`config.mk`:
```
export PLATFORM = sky130hd
export DESIGN_NAME = bpsk_demod_text
export DESIGN_NICKNAME = d
export VERILOG_FILES = /design/src/rtl/bpsk_demod_text.sv
export SDC_FILE = /design/constraint.sdc
export NUM_CORES = 1
export LEC_CHECK = 0
export BUFFER_PORTS_ARGS = -buffer_cell sky130_fd_sc_hd__buf_4
export CAP_MARGIN = 5
export CORE_UTILIZATION = 33
export DETAILED_ROUTE_END_ITERATION = 12
export GPL_TIMING_DRIVEN = 0
export PLACE_DENSITY_LB_ADDON = 0.15
export SLEW_MARGIN = 20
export SYNTH_ARGS = -nofsm -noshare
export SYNTH_HDL_FRONTEND = slang
export SYNTH_SLANG_ARGS = --single-unit
export TNS_END_PERCENT = 100
```
`constraint.sdc`:
```
create_clock -name clk -period 2.8 [get_ports clk]
set_clock_uncertainty 0.05 [all_clocks]
set_input_delay 0.56 -clock clk [delete_from_list [all_inputs] [get_ports clk]]
set_output_delay 0.56 -clock clk [all_outputs]
set_load 0.01 [all_outputs]
```
`src/rtl/bpsk_demod_text.sv`:
```
// Integrate-and-dump BPSK demodulator: sums SPS soft samples per symbol, slices on the
// accumulator sign, and packs N decisions LSB-first into a valid/ready word.
module bpsk_demod_text #(
    parameter int N   = 12,
    parameter int SPS = 4,
    parameter int SW  = 2
) (
    input  logic          clk,
    input  logic          rst,
    input  logic          sym_clr,
    input  logic [SW-1:0] in_sample,
    input  logic          in_valid,
    output logic          in_ready,
    output logic [N-1:0]  data_out,
    output logic          tie_flag,
    output logic          out_valid,
    input  logic          out_ready
);

    localparam int AW = SW + $clog2(SPS) + 1;
    localparam int CW = (SPS > 1) ? $clog2(SPS) : 1;
    localparam int BW = $clog2(N + 1);

    function automatic logic signed [AW-1:0] sext(input logic [SW-1:0] s);
        return {{(AW-SW){s[SW-1]}}, s};
    endfunction

    logic signed [AW-1:0] acc;
    logic signed [AW-1:0] sum;
    logic [CW-1:0]        samp_cnt;
    logic [BW-1:0]        bit_cnt;
    logic [N-1:0]         shreg;
    logic                 tie_acc;

    logic                 last_samp;
    logic                 last_bit;
    logic                 accept;
    logic                 dbit;
    logic                 tie;
    logic                 word_done;
    logic [N-1:0]         next_word;

    assign last_samp = (samp_cnt == CW'(SPS - 1));
    assign last_bit  = (bit_cnt == BW'(N - 1));
    assign in_ready  = !(out_valid && !out_ready && last_bit && last_samp);
    // A sample coinciding with sym_clr is dropped, not integrated.
    assign accept    = in_valid && in_ready && !sym_clr;

    assign sum       = acc + sext(in_sample);
    assign dbit      = sum[AW-1];
    assign tie       = (sum == '0);
    assign word_done = accept && last_samp && last_bit;
    assign next_word = shreg | ({{(N-1){1'b0}}, dbit} << bit_cnt);

    always_ff @(posedge clk or posedge rst) begin
        if (rst) begin
            acc       <= '0;
            samp_cnt  <= '0;
            bit_cnt   <= '0;
            shreg     <= '0;
            tie_acc   <= 1'b0;
            data_out  <= '0;
            tie_flag  <= 1'b0;
            out_valid <= 1'b0;
        end else begin
            if (sym_clr) begin
                acc      <= '0;
                samp_cnt <= '0;
                bit_cnt  <= '0;
                shreg    <= '0;
                tie_acc  <= 1'b0;
            end else if (accept) begin
                if (last_samp) begin
                    acc      <= '0;
                    samp_cnt <= '0;
                    if (last_bit) begin
                        bit_cnt  <= '0;
                        shreg    <= '0;
                        tie_acc  <= 1'b0;
                        data_out <= next_word;
                        tie_flag <= tie_acc | tie;
                    end else begin
                        bit_cnt  <= bit_cnt + BW'(1);
                        shreg    <= next_word;
                        tie_acc  <= tie_acc | tie;
                    end
                end else begin
                    acc      <= sum;
                    samp_cnt <= samp_cnt + CW'(1);
                end
            end

            // A completing word wins over consumption of the previous one.
            if (word_done)
                out_valid <= 1'b1;
            else if (out_ready)
                out_valid <= 1'b0;
        end
    end

endmodule

```
==> impl_metrics.json <==
{
  "cts_resized": 0,
  "die_height_um": 77.1,
  "drt_iter0_markers": 36,
  "ys_warn_count": 0,
  "synth_top_area_frac": 0.511,
  "fp-row-count": 26,
  "cts.reportedPaths.clkPinSlew_ps": 70,
  "dp.cells": 241,
  "crit_chain": "ha_1, inv_1, fa_1, nand2b_1, a21oi_1, xor2_1, nor3b_1, a22o_1",
  "dieWidth_um": 77.1,
  "cts_setup_buffers": 0,
  "dr.pass1.iters": 4,
  "drt.antenna.violating_nets": 0,
  "cap_violations": 0,
  "drc": 0,
  "nFillCells": 529,
  "areaGrowthSynthToFinish_pct": 19.0,
  "synth_cells": 150,
  "cts_tree": "done",
  "end_kind": "flop",
  "slowest_stage": "nor3b_1",
  "p_leak_uw": 0.00111,
  "netlist_area_sq_um": 1860,
  "outcome": "finished clean",
  "vias": 1244,
  "clockBufferDepth": 2,
  "period_share": 0.867,
  "hpwl_mm": 2.69,
  "worstSetupPathType": "reg -> reg",
  "finalSetupViolCount": 0,
  "wl_per_cell_um": 14.3,
  "required_ps": 2970,
  "critical_path_arrival_ps": 2600,
  "final_cells": 249,
  "yosysSeqAreaShare": 0.511,
  "fin_crit_ps": 2430,
  "rsz0062_at_grt": "no",
  "syn-num-nets": 164,
  "gp_congestion": 0.787,
  "cts.sinks": 38,
  "finalHoldViolCount": 0,
  "cts-root-buf": "clkbuf_8",
  "cts.htree.levels": 2,
  "timing.slew.headroom": 0.451,
  "crit_path_max_fanout": 4,
  "tns_ps": 0,
  "grt_pass1_wl_mm": 5.97,
  "start_util": 0.353,
  "synth_seq_cells": 38,
  "synth_area_leaders": "dfrtp_1 (51%), a22o_1 (7.5%), ha_1 (4.0%)",
  "power_density_nw_per_um2": 486,
  "numCtsBuffers": 5,
  "synthDistinctLibCells": 41,
  "fin_nets": 192,
  "first_global_vias": 1248,
  "critPathLaunchType": "flop",
  "fp.dieArea_sq_um": 5950,
  "hp-class": "in -> async",
  "num_antenna_cells": 0,
  "port_buffers": 20,
  "grt_max_degree": 29,
  "synth_top_area_cell": "dfrtp_1",
  "finalMaxSlewViolations": 0,
  "postSynthAreaPerCell_sq_um": 12.4,
  "coreArea_sq_um": 5270,
  "antenna_found_initial": 0,
  "io_pins": 22,
  "cpPeakStageDelay_ps": 490,
  "track_usage": 0.129,
  "vdd_drop_max_v": 0.000163,
  "vias_per_cell": 5.00,
  "tightest_slew_ps": 822,
  "grt_overflow": 0,
  "clock.fmax_mhz": 412,
  "drive_gt1_frac": 0.285,
  "routed_wl_mm": 3.57,
  "cts_hold_buf": 0,
  "insertion_delay_ps": 290
}
where the power goes:
group          total, uW  switching (uW)  internal [uW]
Clock                388             190            198
Combinational        123            73.6           49.2
Sequential           566            6.31            559
Total               1080             270            806
sequential cells by signal, summed over array words and instances (netlist names):
signal	count
bit_cnt	4
acc	5
tie_flag	1
samp_cnt	2
tie_acc	1
data_out	12
out_valid	1
shreg	12
metal layers:
metal,routed length [um],global-route usage,share of wire
met5,0,0,0
met2,1790,0.217,0.50
met1,1670,0.161,0.47
met4,15,0.0396,0.0042
met3,99,0.0357,0.028
path summary, 6_finish.rpt:
| kind | slack, ps | depth (start not counted) | endpoint | start |
|---|---|---|---|---|
| max | 370 | 8 | shreg[4] | acc[0] |
| min | 160 | 2 | acc[1] | rst |
| max reg2reg | 370 | 8 | shreg[4] | acc[0] |
| min reg2reg | 440 | 2 | tie_acc | tie_acc |
| max in group asynchronous | 2130 | 3 | shreg[7] | rst |
| min in group clk | 440 | 2 | tie_acc | tie_acc |
stage by stage:
stage	area [sq um]	worst slack [ps]	power, uW	hold WS [ps]	utilization
finish	2210	374	1080	160	0.420
global route	2210	235	1140	167	0.420
CTS	2210	360	1100	165	0.420
detailed placement	2120	58.0	702	422	0.402
global placement	2100	105	692	410	0.398
floorplan	1860	465	664	393	-
cells in the final DEF, fill, tap and decap left out, drive strengths merged:
| cell type | count |
|---|---|
| dfrtp | 38 |
| buf | 26 |
| a22o | 16 |
| mux2 | 9 |
| nor2 | 7 |
| inv | 7 |
| clkbuf | 7 |
| mux2i | 6 |
| ha | 6 |
| a21oi | 5 |
| xnor2 | 5 |
| nand2 | 5 |
| o21ai | 5 |
| nor3b | 5 |
| nand3b | 4 |
| nand3 | 3 |
| nor3 | 3 |
| nand2b | 2 |
| nor2b | 2 |
| o31ai | 2 |
| o41ai | 2 |
| and3b | 1 |
| nand4 | 1 |
| or2 | 1 |
| xor2 | 1 |
| nand4bb | 1 |
| or3 | 1 |
| a21o | 1 |
| nand4b | 1 |
| a31oi | 1 |
| o311ai | 1 |
| o21a | 1 |
| fa | 1 |
| clkinvlp | 1 |
| clkinv | 1 |
logic make-up (layout without fill, tap and decap cells):
family                   after synthesis  after routing  synth area share
adder cells (fa/ha/maj)                7              7            0.0511
AO/OA/AOI/OAI                         34             34             0.140
multiplexers                          15             15            0.0948
buffers and inverters                 13             42            0.0323
XOR/XNOR                               6              6            0.0282
AND/OR/NAND/NOR                       37             37             0.143
flip-flops                            38             38             0.511
critical path: cells and delay by family, from the launching register on:
family	cells	cell delay (ps)
buffers and inverters	1	60
AOI/OAI and AO/OA	2	540
and+or+nand+nor	2	650
xor gates and xnor gates	1	160
adders and majority gates	2	560
DFF	1	350
area by class of cell:
class,instances,area [sq um],share of cell area
flip-flops and latches,38,951,0.429
multi-input cells,99,851,0.384
repair buffers,21,170,0.0768
well taps,70,87.6,0.0395
clock buffers,6,82.6,0.0373
plain buffers,6,33.8,0.0153
inverters,7,26.3,0.0119
clock inverters,2,12.5,0.00565
cell usage after synthesis:
| cell | instances |
|---|---|
| o311ai_1 | 1 |
| nor3b_2 | 2 |
| xor2_1 | 1 |
| a22o_1 | 16 |
| o31ai_1 | 2 |
| buf_1 | 1 |
| or2_1 | 1 |
| buf_2 | 3 |
| a21oi_1 | 5 |
| nand4_4 | 1 |
| mux2_4 | 4 |
| mux2i_1 | 6 |
| nor3_2 | 1 |
| clkbuf_1 | 1 |
| nand3_1 | 3 |
| o21a_1 | 1 |
| nand3b_1 | 4 |
| o21ai_0 | 4 |
| nor2_1 | 6 |
| a31oi_1 | 1 |
| nand4b_4 | 1 |
| a21o_1 | 1 |
| xnor2_1 | 5 |
| o41ai_1 | 1 |
| o21ai_1 | 1 |
| nand2b_1 | 2 |
| mux2_2 | 5 |
| nor2_2 | 1 |
| nand4bb_1 | 1 |
| and3b_4 | 1 |
| or3_1 | 1 |
| fa_1 | 1 |
| nor3_1 | 2 |
| buf_6 | 1 |
| inv_1 | 7 |
| dfrtp_1 | 38 |
| nor2b_1 | 2 |
| o41ai_2 | 1 |
| nor3b_1 | 3 |
| ha_1 | 6 |
| nand2_1 | 5 |
Power figures use the tool's default switching activity.
